### config.mk
export PLATFORM = sky130hd
export DESIGN_NAME = rv64g_issue_stage
export DESIGN_NICKNAME = d
export VERILOG_FILES = /design/src/rtl/rv64g_pkg.sv /design/src/rtl/rv64g_hazard_check.sv /design/src/rtl/rv64g_issue_stage.sv
export SDC_FILE = /design/constraint.sdc
export NUM_CORES = 1
export LEC_CHECK = 0
export CELL_PAD_IN_SITES_DETAIL_PLACEMENT = 1
export CELL_PAD_IN_SITES_GLOBAL_PLACEMENT = 2
export CORE_AREA = 2 2 344 346
export DETAILED_ROUTE_END_ITERATION = 12
export DIE_AREA = 0 0 346 348
export GPL_TIMING_DRIVEN = 1
export PLACE_DENSITY = 0.61
export SLEW_MARGIN = 15
export SYNTH_ARGS = -nofsm -noshare
export SYNTH_HDL_FRONTEND = slang
export SYNTH_SLANG_ARGS = --single-unit
### constraint.sdc
create_clock -name clk_i -period 4.1 [get_ports clk_i]
set_input_delay 0.41 -clock clk_i [delete_from_list [all_inputs] [get_ports clk_i]]
set_output_delay 0.41 -clock clk_i [all_outputs]
set_load 0.1 [all_outputs]
### src/rtl/rv64g_pkg.sv
// rtl/rv64g_pkg.sv - shared widths and the issue-stage output payload type
package rv64g_pkg;

  localparam int NUM_REGS = 64;   // int + fp architectural registers
  localparam int XLEN     = 64;
  localparam int FUNC_W   = 8;
  localparam int REG_AW   = $clog2(NUM_REGS);

  // Everything execute needs, captured in the issue slot in one register.
  typedef struct packed {
    logic [FUNC_W-1:0] func;
    logic [REG_AW-1:0] rd;
    logic              rd_we;
    logic [XLEN-1:0]   rs1_data;
    logic [XLEN-1:0]   rs2_data;
    logic [XLEN-1:0]   rs3_data;
    logic [XLEN-1:0]   imm;
    logic [XLEN-1:0]   pc;
  } issue_payload_t;

endpackage

### src/rtl/rv64g_hazard_check.sv
// rtl/rv64g_hazard_check.sv - combinational RAW/WAW check against the lock vector
// Ports: locks_i (lock vector), rs1/2/3_i + rs_used_i (sources), rd_i + rd_we_i
// (destination), wb_en_i/wb_addr_i (same-cycle unlock), fwd_o (per-source
// forward select, bit n = rs(n+1)), stall_o (any hazard).
module rv64g_hazard_check
  import rv64g_pkg::*;
#(
  parameter int NR = NUM_REGS,
  localparam int AW = $clog2(NR)
) (
  input  logic [NR-1:0] locks_i,
  input  logic [AW-1:0] rs1_i,
  input  logic [AW-1:0] rs2_i,
  input  logic [AW-1:0] rs3_i,
  input  logic [2:0]    rs_used_i,
  input  logic [AW-1:0] rd_i,
  input  logic          rd_we_i,
  input  logic          wb_en_i,
  input  logic [AW-1:0] wb_addr_i,
  output logic [2:0]    fwd_o,
  output logic          stall_o
);

  logic [AW-1:0] rs [3];
  logic [2:0]    src_haz;
  logic          dst_haz;

  assign rs[0] = rs1_i;
  assign rs[1] = rs2_i;
  assign rs[2] = rs3_i;

  always_comb begin
    fwd_o   = '0;
    src_haz = '0;
    for (int n = 0; n < 3; n++) begin
      fwd_o[n]   = wb_en_i && (wb_addr_i == rs[n]) && (rs[n] != '0);
      // x0 is never really locked, so a stray lock bit on it must not stall.
      src_haz[n] = rs_used_i[n] && (rs[n] != '0) && locks_i[rs[n]] && !fwd_o[n];
    end
    // A same-cycle unlock of rd clears the WAW: the register file lets the new
    // lock win over the unlock.
    dst_haz = rd_we_i && (rd_i != '0) && locks_i[rd_i] &&
              !(wb_en_i && (wb_addr_i == rd_i));
    stall_o = (|src_haz) || dst_haz;
  end

endmodule

### src/rtl/rv64g_issue_stage.sv
// rtl/rv64g_issue_stage.sv - single-entry issue stage between decode and execute
// Ports: pl_* decoded instruction in (valid/ready), locks_i + rsN_addr_o/rsN_data_i
// register-file lock vector and read ports, wr_lock_* lock request, wb_* observed
// writeback, ex_* registered output slot (valid/ready), stall_cnt_o hazard stalls.
module rv64g_issue_stage
  import rv64g_pkg::*;
#(
  parameter int NR = NUM_REGS,
  parameter int DW = XLEN,
  parameter int FW = FUNC_W,
  parameter int CW = 32,
  localparam int AW = $clog2(NR)
) (
  input  logic          clk_i,
  input  logic          arst_ni,
  input  logic          pl_valid_i,
  output logic          pl_ready_o,
  input  logic [FW-1:0] pl_func_i,
  input  logic [AW-1:0] pl_rd_i,
  input  logic [AW-1:0] pl_rs1_i,
  input  logic [AW-1:0] pl_rs2_i,
  input  logic [AW-1:0] pl_rs3_i,
  input  logic [2:0]    pl_rs_used_i,
  input  logic          pl_rd_we_i,
  input  logic [DW-1:0] pl_imm_i,
  input  logic [DW-1:0] pl_pc_i,
  input  logic [NR-1:0] locks_i,
  output logic [AW-1:0] rs1_addr_o,
  output logic [AW-1:0] rs2_addr_o,
  output logic [AW-1:0] rs3_addr_o,
  input  logic [DW-1:0] rs1_data_i,
  input  logic [DW-1:0] rs2_data_i,
  input  logic [DW-1:0] rs3_data_i,
  output logic          wr_lock_en_o,
  output logic [AW-1:0] wr_lock_addr_o,
  input  logic          wb_en_i,
  input  logic [AW-1:0] wb_addr_i,
  input  logic [DW-1:0] wb_data_i,
  output logic          ex_valid_o,
  input  logic          ex_ready_i,
  output logic [FW-1:0] ex_func_o,
  output logic [AW-1:0] ex_rd_o,
  output logic          ex_rd_we_o,
  output logic [DW-1:0] ex_rs1_data_o,
  output logic [DW-1:0] ex_rs2_data_o,
  output logic [DW-1:0] ex_rs3_data_o,
  output logic [DW-1:0] ex_imm_o,
  output logic [DW-1:0] ex_pc_o,
  output logic [CW-1:0] stall_cnt_o
);

  logic [2:0]     fwd;
  logic           hazard;
  logic           slot_free;
  logic           issue;
  logic [DW-1:0]  rf_data [3];
  logic [DW-1:0]  op_data [3];

  logic           ex_valid_q;
  issue_payload_t payload_d, payload_q;
  logic [CW-1:0]  stall_cnt_d, stall_cnt_q;

  rv64g_hazard_check #(.NR(NR)) u_hazard (
    .locks_i   (locks_i),
    .rs1_i     (pl_rs1_i),
    .rs2_i     (pl_rs2_i),
    .rs3_i     (pl_rs3_i),
    .rs_used_i (pl_rs_used_i),
    .rd_i      (pl_rd_i),
    .rd_we_i   (pl_rd_we_i),
    .wb_en_i   (wb_en_i),
    .wb_addr_i (wb_addr_i),
    .fwd_o     (fwd),
    .stall_o   (hazard)
  );

  assign rs1_addr_o = pl_rs1_i;
  assign rs2_addr_o = pl_rs2_i;
  assign rs3_addr_o = pl_rs3_i;

  assign slot_free  = ~ex_valid_q | ex_ready_i;
  assign pl_ready_o = slot_free & ~hazard;
  assign issue      = pl_valid_i & pl_ready_o;

  // The lock lands in locks_i next cycle, in time for a dependent follower.
  assign wr_lock_en_o   = issue & pl_rd_we_i & (pl_rd_i != '0);
  assign wr_lock_addr_o = pl_rd_i;

  assign rf_data[0] = rs1_data_i;
  assign rf_data[1] = rs2_data_i;
  assign rf_data[2] = rs3_data_i;

  always_comb begin
    for (int n = 0; n < 3; n++) begin
      if (!pl_rs_used_i[n])  op_data[n] = '0;
      else if (fwd[n])       op_data[n] = wb_data_i;
      else                   op_data[n] = rf_data[n];
    end
  end

  always_comb begin
    payload_d          = payload_q;
    payload_d.func     = pl_func_i;
    payload_d.rd       = pl_rd_i;
    payload_d.rd_we    = pl_rd_we_i;
    payload_d.rs1_data = op_data[0];
    payload_d.rs2_data = op_data[1];
    payload_d.rs3_data = op_data[2];
    payload_d.imm      = pl_imm_i;
    payload_d.pc       = pl_pc_i;
  end

  // Only hazard stalls are counted; backpressure (slot busy) is not.
  always_comb begin
    stall_cnt_d = stall_cnt_q;
    if (pl_valid_i && slot_free && !pl_ready_o && !(&stall_cnt_q))
      stall_cnt_d = stall_cnt_q + 1'b1;
  end

  always_ff @(posedge clk_i or negedge arst_ni) begin
    if (!arst_ni) begin
      ex_valid_q  <= 1'b0;
      payload_q   <= '0;
      stall_cnt_q <= '0;
    end else begin
      if (issue) begin
        ex_valid_q <= 1'b1;
        payload_q  <= payload_d;
      end else if (ex_ready_i) begin
        ex_valid_q <= 1'b0;
      end
      stall_cnt_q <= stall_cnt_d;
    end
  end

  assign ex_valid_o    = ex_valid_q;
  assign ex_func_o     = payload_q.func;
  assign ex_rd_o       = payload_q.rd;
  assign ex_rd_we_o    = payload_q.rd_we;
  assign ex_rs1_data_o = payload_q.rs1_data;
  assign ex_rs2_data_o = payload_q.rs2_data;
  assign ex_rs3_data_o = payload_q.rs3_data;
  assign ex_imm_o      = payload_q.imm;
  assign ex_pc_o       = payload_q.pc;
  assign stall_cnt_o   = stall_cnt_q;

endmodule
==> metrics, run 1 <==
total power 25.7 mW; most frequent CP cell buf_12; H-tree levels 2; starting density of the core 17.0%; Hold Fails Final Rpt 0; Max-cap violations 0; Layout area overhead 64.4%; Die H 348 um; Max Fclk 0.250 GHz; share of layout cells above drive strength 1 14.9%; ys flop type dfrtp_1; Setup crit start pl_rs2_i[0]; total gr overflow 0; DR vias 18200; CP Data Required Time 3.69 ns; fillers 13000; Leak 12.9 nW; fin util 28.0%; first-pass GRT wire length 153000 um; core area 117000 sq um; Post-Syn Nets 2211; via/cell ratio 4.34; register area 9210 sq um; port bufs 888; clock root cell clkbuf_16; Rel. slew slack 21.7%; GP Congestion 0.862; most common cell after layout, fill and taps aside clkdlybuf4s50_1; crit start category input port; final wirelength 107000 um; r2r setup slk 1.27 ns; Multi-input gate area 9840 sq um; Setup CP Type input port to output port; clock buffer count from CTS 50; Slew Viols, Final 0; pin count of the biggest net entering global routing 101; vias in the first global route 20300; CTS clk-pin slew, worst paths 0.06 ns; Yosys warning count 0; post-route ant nets 0; post-CTS setup buffer count 0; cell area after synthesis 19900 sq um; DR iter-0 viols 830; critical path capture point type output port; residual DRC count 0; min-delay worst type input port to asynchronous set/reset pin; detailed-route wire length per cell 25.7 um; CP delay by family, top buffers and inverters; Mapped Avg Cell Area 11.6 sq um; clk_skew 0.0187 ns; die area 120000 sq um; Async S/R FF share, synth 100%; Setup-failing EPs final 0; crit share post-route 97.5%; worst-path cell chain clkdlybuf4s50_1, buf_12, mux4_2, mux2_2, a2111oi_4, nor3_1, or4_4, buf_4, nor3_4, buf_12; clk buf depth 3; Crit path buffers/inverters 4; maximum vdd drop 0.000394 V; cell count of the worst reg-to-reg path 8; crit path DAT 3.59 ns; pwr dens 784 nW/um^2; number of distinct library cells after synthesis 56; Yosys reg bits 368; R2R Path Start stall_cnt_o[11]; # clock sinks 368; setup TNS 0 ns; EDFF count, synth 0; DP Cell Count 4086; initial antenna violation count 26; CTS tree yes; outcome finished, final reports clean; post-DP HPWL 84000 um; Slowest-stage cell, CP or4_4; router iterations before antenna repair 5; unrepaired setup endpoints after global routing false; cell count after synthesis 1715; clk_lat worst skew 0.63 ns; Die Wd 346 um; final worst path period need 4.00 ns; NumNets Final 3099; RR Endpoint stall_cnt_o[1]; non-filler instance count after layout 4183; row count 126; sequential area share after synthesis 46.2%; Total GRT Usage 17.4%; Crit Path Max Fanout 6; io pins 889; worst slew pin tran 1.17 ns; most frequent cells in the layout clkdlybuf4s50_1 (853), dfrtp_1 (368), nand2_1 (271); CP peak stage delay 0.61 ns
[through the flow]
| stage | instance area [sq um] | hold WS [ns] | setup WS, ns |
|---|---|---|---|
| final | 32700 | 0.334 | 0.105 |
| after detailed placement | 31000 | 0.430 | -0.193 |
| after floorplan | 19900 | 0.114 | -0.311 |
| after global placement | 31000 | 0.420 | -0.158 |
| after CTS | 32700 | 0.311 | 0.0370 |
| after global routing | 32700 | 0.337 | 0.0158 |
[how the worst max path moves through the flow]
stage,end,slack (ns),cells after the start
2_1_floorplan,wr_lock_en_o,-0.31,11
3_3_place_gp,ex_pc_o[51],-0.16,13
3_5_place_dp,ex_pc_o[50],-0.19,12
4_1_cts,wr_lock_en_o,0.04,11
5_1_grt,wr_lock_en_o,0.02,12
6_report,wr_lock_en_o,0.10,10
[cell type report]
class	count	area share [%]
Antenna cell	8	0.0612
Clock buffer	75	4.45
Sequential cell	368	28.1
Tap cell	1536	5.87
Timing Repair Buffer	1006	30.7
Multi-Input combinational cell	1171	30.1
Clock inverter	13	0.635
Inverter	6	0.0726
[power breakdown]
| group | switching [mW] | internal [mW] |
|---|---|---|
| registers | 0.754 | 4.90 |
| logic | 11.8 | 3.64 |
| clock network | 1.83 | 2.70 |
[cells in the mapped netlist (all sizes together) (4+ instances only)]
master | number | area, sq um
dfrtp | 368 | 9210
mux2 | 283 | 3190
nand2 | 272 | 1020
a21boi | 128 | 961
clkbuf | 92 | 345
mux2i | 82 | 821
buf | 78 | 597
o21ai | 69 | 345
o41ai | 67 | 587
mux4 | 58 | 1310
xnor2 | 52 | 455
nand3 | 27 | 135
nand4 | 24 | 150
and3 | 14 | 87.6
nor2 | 12 | 61.3
nor3 | 7 | 35.0
and2 | 6 | 37.5
inv | 6 | 22.5
nor2b | 6 | 37.5
and4 | 5 | 43.8
nand4b | 5 | 43.8
a21oi | 4 | 20.0
a22oi | 4 | 30.0
nand2b | 4 | 25.0
nand3b | 4 | 30.0
or4 | 4 | 30.0
[timing repair]
action / CTS / global route
cloned: 0 / 0
endpoints found under the hold margin: 57 / 0
hold buffers: 1 / 0
resized for setup: 1 / 7
endpoints found under the setup margin: 1 / 2
[routing by layer]
metal / global-route usage (%) / routed length (um) / up-vias
met2: 30.7 / 54600 / 597
li1: - / - / 7994
met1: 20.3 / 42200 / 9405
met4: 3.84 / 2100 / 30
met3: 5.73 / 8280 / 144
met5: 0 / 194 / -
[flip-flops by register name (all words and copies together) (netlist names)]
| signal | flops |
|---|---|
| ex_pc_o | 64 |
| ex_rd_o | 6 |
| ex_imm_o | 64 |
| ex_valid_o | 1 |
| ex_func_o | 8 |
| stall_cnt_o | 32 |
| ex_rs2_data_o | 64 |
| ex_rs3_data_o | 64 |
| ex_rd_we_o | 1 |
| ex_rs1_data_o | 64 |
[cells by family (layout without fill, tap and decap cells)]
family                   count (synthesis)  count (layout)  synth area share, %
buffers and inverters                  176            1100                 4.84
multiplexers                           423             423                 26.7
XOR/XNOR                                55              55                 2.42
adder cells (fa/ha/maj)                  1               1               0.0628
flip-flops                             368             368                 46.2
AO/OA/AOI/OAI                          292             292                 10.7
other                                    0               8                    0
AND/OR/NAND/NOR                        400             400                 9.09
Note: power is estimated with default switching activity, not from simulation.
==> run 2, diff against run 1 <==
CTS_BUF_LIST = sky130_fd_sc_hd__clkbuf_8   (was unset)
==> metrics, run 2 (synthesized netlist as in run 1, its figures left out) <==
Psw 14.4 mW (+0.25%); DR iter-0 viols 697 (-16%); Flop pwr share 22.4% (+0.4 points); Comb pwr share 61.4% (+1.1 points); Leak 13.0 nW (+0.52%); Total GRT Usage 17.5% (+0.099 points); maximum vdd drop 0.000393 V (-0.19%); clock root cell clkbuf_8; r2r setup slk 1.28 ns (about the same); Setup WS post-layout 0.133 ns (+0.0280 ns); RR Endpoint stall_cnt_o[1]; port bufs 888 (unchanged); Clock power frac 16.1% (-1.6 points); CTS clk-pin slew, worst paths 0.06 ns (about the same); unrepaired setup endpoints after global routing false; most frequent cells in the layout clkdlybuf4s50_1 (853), dfrtp_1 (368), nand2_1 (271); core area 117000 sq um (unchanged); first-pass GRT wire length 153000 um (+0.20%); io pins 889 (unchanged); worst slew pin tran 1.16 ns (-0.00632 ns); DR vias 18300 (+0.65%); cell count of the worst reg-to-reg path 8 (unchanged); total gr overflow 0 (unchanged); detailed-route wire length per cell 25.5 um (-0.74%); grt met3 use 5.87% (+0.14 points); R2R Path Start stall_cnt_o[11]; residual DRC count 0 (unchanged); H-tree levels 3 (+1); # clock sinks 368 (unchanged); crit start category input port; post-DP HPWL 84000 um (unchanged); clk buf depth 3 (unchanged); final worst path period need 3.97 ns (-0.0280 ns); setup TNS 0 ns (unchanged); CTS tree yes; router iterations before antenna repair 4 (-1); post-route ant nets 0 (unchanged); Max Fclk 0.252 GHz (+0.71%); grt peak-use layer met2; Setup CP Type input port to output port; Layout area overhead 63.8%; Rel. slew slack 22.2% (+0.42 points); starting density of the core 17.0% (unchanged); crit path DAT 3.56 ns (-0.03 ns); Hold Fails Final Rpt 0 (unchanged); Die Wd 346 um (unchanged); worst slack at placement -0.193 ns (unchanged); outcome finished, final reports clean; DP Cell Count 4086 (unchanged); row count 126 (unchanged); Setup crit start pl_rs2_i[0]; clk_lat worst skew 0.72 ns (+0.09 ns); vias in the first global route 20500 (+1.3%); die area 120000 sq um (unchanged); share of layout cells above drive strength 1 16.0% (+1.1 points); Setup-failing EPs final 0 (unchanged); clock buffer count from CTS 76 (+52%); final wirelength 108000 um (+0.36%); switch share 57.4% (+1.2 points); clk_skew 0.0412 ns (+0.0224 ns); grt met2 use 30.8% (about the same); Max-cap violations 0 (unchanged); post-CTS setup buffer count 0 (unchanged); M1 GR Usage 20.2% (-0.092 points); min-delay worst type input port to asynchronous set/reset pin; Int Pwr 10.7 mW (-4.5%); crit path to wr_lock_en_o; pin count of the biggest net entering global routing 101 (unchanged); via/cell ratio 4.32 (-0.45%); Die H 348 um (unchanged); GP Congestion 0.862 (unchanged); most common cell after layout, fill and taps aside clkdlybuf4s50_1; Crit Path Max Fanout 6 (unchanged); NumNets Final 3125 (+0.84%); CP Data Required Time 3.69 ns (about the same); pwr dens 772 nW/um^2 (-1.5%); non-filler instance count after layout 4229 (+1.1%); Slew Viols, Final 0 (unchanged); crit share post-route 96.8% (-0.68 points); initial antenna violation count 29 (+12%); critical path capture point type output port
-- run 2: cell count changes in the layout (fill, tap and decap cells not counted), sizes merged --
cell / previous run / this run
inv: 6 / 34
clkbuf: 75 / 93
diode: 8 / 11
bufinv: 4 / 2
clkinv: 8 / 7
-- run 2: final cells by class --
type | count | area, sq um
fill | 13100 | 84400
timing repair buffer | 1006 | 10000
multi-input combinational | 1171 | 9840
sequential | 368 | 9210
tap | 1536 | 1920
clock buffer | 93 | 1280
clock inverter | 38 | 258
antenna | 11 | 27.5
inverter | 6 | 23.8
-- run 2: critical path, cell delays in order --
cell and delay [ns]:
clkdlybuf4s50_1 0.51, buf_12 0.14, mux4_2 0.48, mux2_2 0.32, a2111oi_4 0.36, nor3_1 0.10, or4_4 0.61, buf_4 0.19
nor3_4 0.21, buf_12 0.21
-- run 2: metal layers --
metal | wire length [um] | part of all wire (%) | up-vias
met1 | 42400 | 39 | 9397
met4 | 2320 | 2.2 | 28
li1 | - | - | 8057
met2 | 54400 | 50 | 640
met3 | 8420 | 7.8 | 166
met5 | 186 | 0.17 | -
-- run 2: power groups by stage --
stage          clock network (mW)  logic (mW)  registers (mW)
2_1_floorplan                   0        1.80            14.9
3_3_place_gp                    0        15.5            5.64
3_5_place_dp                    0        15.6            5.70
4_1_cts                      4.28        15.6            5.67
5_1_grt                      4.43        15.9            5.83
6_report                     4.07        15.5            5.65
-- run 2: timing repair --
| item | CTS | global route |
|---|---|---|
| gates resized for setup | 1 | 7 |
| endpoints found under the hold margin | 57 | 0 |
| hold buffers | 1 | 0 |
| setup endpoints to repair | 1 | 2 |
-- run 2: worst min-delay path by stage --
stage	start	end	slack (ns)	cells past startpoint
4_1_cts	arst_ni	ex_rs3_data_o[42]	0.17	2
6_report	arst_ni	ex_rs1_data_o[42]	0.26	2
2_1_floorplan	arst_ni	ex_func_o[0]	0.11	0
3_3_place_gp	arst_ni	ex_rs1_data_o[39]	0.42	1
5_1_grt	arst_ni	ex_rs3_data_o[38]	0.21	2
3_5_place_dp	arst_ni	ex_rs1_data_o[39]	0.43	1
-- run 2: through the flow --
step | hold WS [ns] | instance area [sq um] | power, mW | utilization, %
after floorplan | 0.114 | 19900 | 16.7 | -
after global placement | 0.420 | 31000 | 21.1 | 26.5
after detailed placement | 0.430 | 31000 | 21.3 | 26.5
after CTS | 0.168 | 32500 | 25.5 | 27.8
after global routing | 0.214 | 32600 | 26.1 | 27.9
final | 0.259 | 32600 | 25.2 | 27.9
==> run 3, diff against run 2 <==
CTS_CLUSTER_DIAMETER = 60   (was unset)
==> metrics, run 3 (synthesized netlist as in run 1, its figures left out) <==
min-delay worst type input port to asynchronous set/reset pin; post-CTS setup buffer count 0 (unchanged); post-DP HPWL 84000 um (unchanged); pin count of the biggest net entering global routing 101 (unchanged); cell count of the worst reg-to-reg path 8 (unchanged); Die Wd 346 um (unchanged); r2r setup slk 1.26 ns (-0.02 ns); maximum vdd drop 0.000393 V (about the same); clk_lat worst skew 0.73 ns (about the same); CTS tree yes; RR Endpoint stall_cnt_o[1]; crit path DAT 3.57 ns (about the same); worst slew pin tran 1.16 ns (-0.00110 ns); router iterations before antenna repair 5 (+1); outcome finished, final reports clean; H-tree levels 3 (unchanged); Leak 13.1 nW (+0.60%); residual DRC count 0 (unchanged); most common cell after layout, fill and taps aside clkdlybuf4s50_1; DP Cell Count 4086 (unchanged); crit start category input port; DR iter-0 viols 759 (+8.9%); Hold Fails Final Rpt 0 (unchanged); Die H 348 um (unchanged); share of layout cells above drive strength 1 16.2% (+0.28 points); Crit Path Max Fanout 6 (unchanged); GP Congestion 0.862 (unchanged); NumNets Final 3128 (+0.096%); post-route ant nets 0 (unchanged); clock root cell clkbuf_8; DR vias 18200 (-0.33%); detailed-route wire length per cell 25.4 um (-0.20%); Layout area overhead 64.6%; # clock sinks 368 (unchanged); Final Cell Area 32800 sq um (+0.50%); fillers 13000 (-0.11%); row count 126 (unchanged); Max-cap violations 0 (unchanged); pwr dens 778 nW/um^2 (+0.79%); initial antenna violation count 24 (-17%); Rel. slew slack 22.2% (+0.073 points); vias in the first global route 20600 (+0.18%); clock buffer count from CTS 79 (+3.9%); non-filler instance count after layout 4236 (+0.17%); total gr overflow 0 (unchanged); Max Fclk 0.251 GHz (-0.37%); Setup crit start pl_rs2_i[0]; worst slack at placement -0.193 ns (unchanged); via/cell ratio 4.30 (-0.49%); clk buf depth 3 (unchanged); unrepaired setup endpoints after global routing false; starting density of the core 17.0% (unchanged); Total GRT Usage 17.5% (+0.018 points); core area 117000 sq um (unchanged); crit share post-route 97.1% (+0.36 points); Slew Viols, Final 0 (unchanged); port bufs 888 (unchanged); R2R Path Start stall_cnt_o[11]; first-pass GRT wire length 154000 um (+0.19%); critical path capture point type output port; Setup CP Type input port to output port; most frequent cells in the layout clkdlybuf4s50_1 (853), dfrtp_1 (368), nand2_1 (271); register area 9210 sq um (unchanged); CP Data Required Time 3.69 ns (about the same); die area 120000 sq um (unchanged); final worst path period need 3.98 ns (+0.0149 ns); setup TNS 0 ns (unchanged); Setup-failing EPs final 0 (unchanged); CTS clk-pin slew, worst paths 0.05 ns (about the same); crit path to wr_lock_en_o; clk_skew 0.0516 ns (+0.0105 ns); io pins 889 (unchanged); Multi-input gate area 9840 sq um (unchanged); placed instance area 31000 sq um (unchanged); final wirelength 108000 um (about the same); Setup WS post-layout 0.118 ns (-0.0149 ns)
run 3: changes by cell type in the layout (fill, tap and decap cells not counted):
| cell | before | now |
|---|---|---|
| bufinv_16 | 2 | 4 |
| clkbuf_8 | 93 | 99 |
| clkinv_8 | 0 | 1 |
| clkinvlp_4 | 1 | 2 |
| diode_2 | 11 | 9 |
| inv_12 | 1 | 2 |
| inv_6 | 3 | 0 |
| inv_8 | 1 | 2 |
run 3: layout make-up:
type / count / share of cell area, %
timing repair buffer: 1006 / 30.7
multi-input combinational: 1171 / 30.0
antenna: 9 / 0.0687
inverter: 6 / 0.0725
tap: 1536 / 5.86
clock inverter: 41 / 1.05
clock buffer: 99 / 4.16
sequential: 368 / 28.1
run 3: worst max-delay path, cell delays in order:
cell and delay (ns):
clkdlybuf4s50_1 0.51, buf_12 0.14, mux4_2 0.48, mux2_2 0.32
a2111oi_4 0.35, nor3_1 0.10, or4_4 0.61, buf_4 0.20
nor3_4 0.23, buf_12 0.21
run 3: worst min path at each step:
stage | from | slack [ns] | end | cells after the start
3_5_place_dp | arst_ni | 0.43 | ex_rs1_data_o[39] | 1
3_3_place_gp | arst_ni | 0.42 | ex_rs1_data_o[39] | 1
2_1_floorplan | arst_ni | 0.11 | ex_func_o[0] | 0
4_1_cts | arst_ni | 0.19 | ex_rs3_data_o[55] | 2
5_1_grt | pl_imm_i[40] | 0.21 | ex_imm_o[40] | 2
6_report | arst_ni | 0.26 | ex_rs1_data_o[38] | 2
run 3: report_power, final:
group          total, mW  leakage (nW)  internal [mW]  switching [mW]
logic               15.5          7.50           3.64            11.8
clock network       4.39         0.958           2.46            1.93
registers           5.65          4.63           4.90           0.752
total               25.5          13.1           11.0            14.5
run 3: timing repair:
item | 4_1_cts | 5_1_grt
hold endpoints to repair | 57 | 0
endpoints found under the setup margin | 1 | 2
hold buffers | 1 | 0
resized for setup | 1 | 7
pin swaps | 0 | 0
run 3: layer usage:
metal	part of all wire, %	up-vias	track usage (%)
li1	-	8063	-
met1	40	9345	20.3
met2	51	641	30.8
met3	7.8	153	6.16
met4	2.0	26	4.02
met5	0.15	-	0
run 3: per-stage QoR:
stage	hold WS, ns	power [mW]	util [%]
2_1_floorplan	0.114	16.7	-
3_3_place_gp	0.420	21.1	26.5
3_5_place_dp	0.430	21.3	26.5
4_1_cts	0.186	25.9	28.0
5_1_grt	0.208	26.5	28.0
6_report	0.260	25.5	28.0
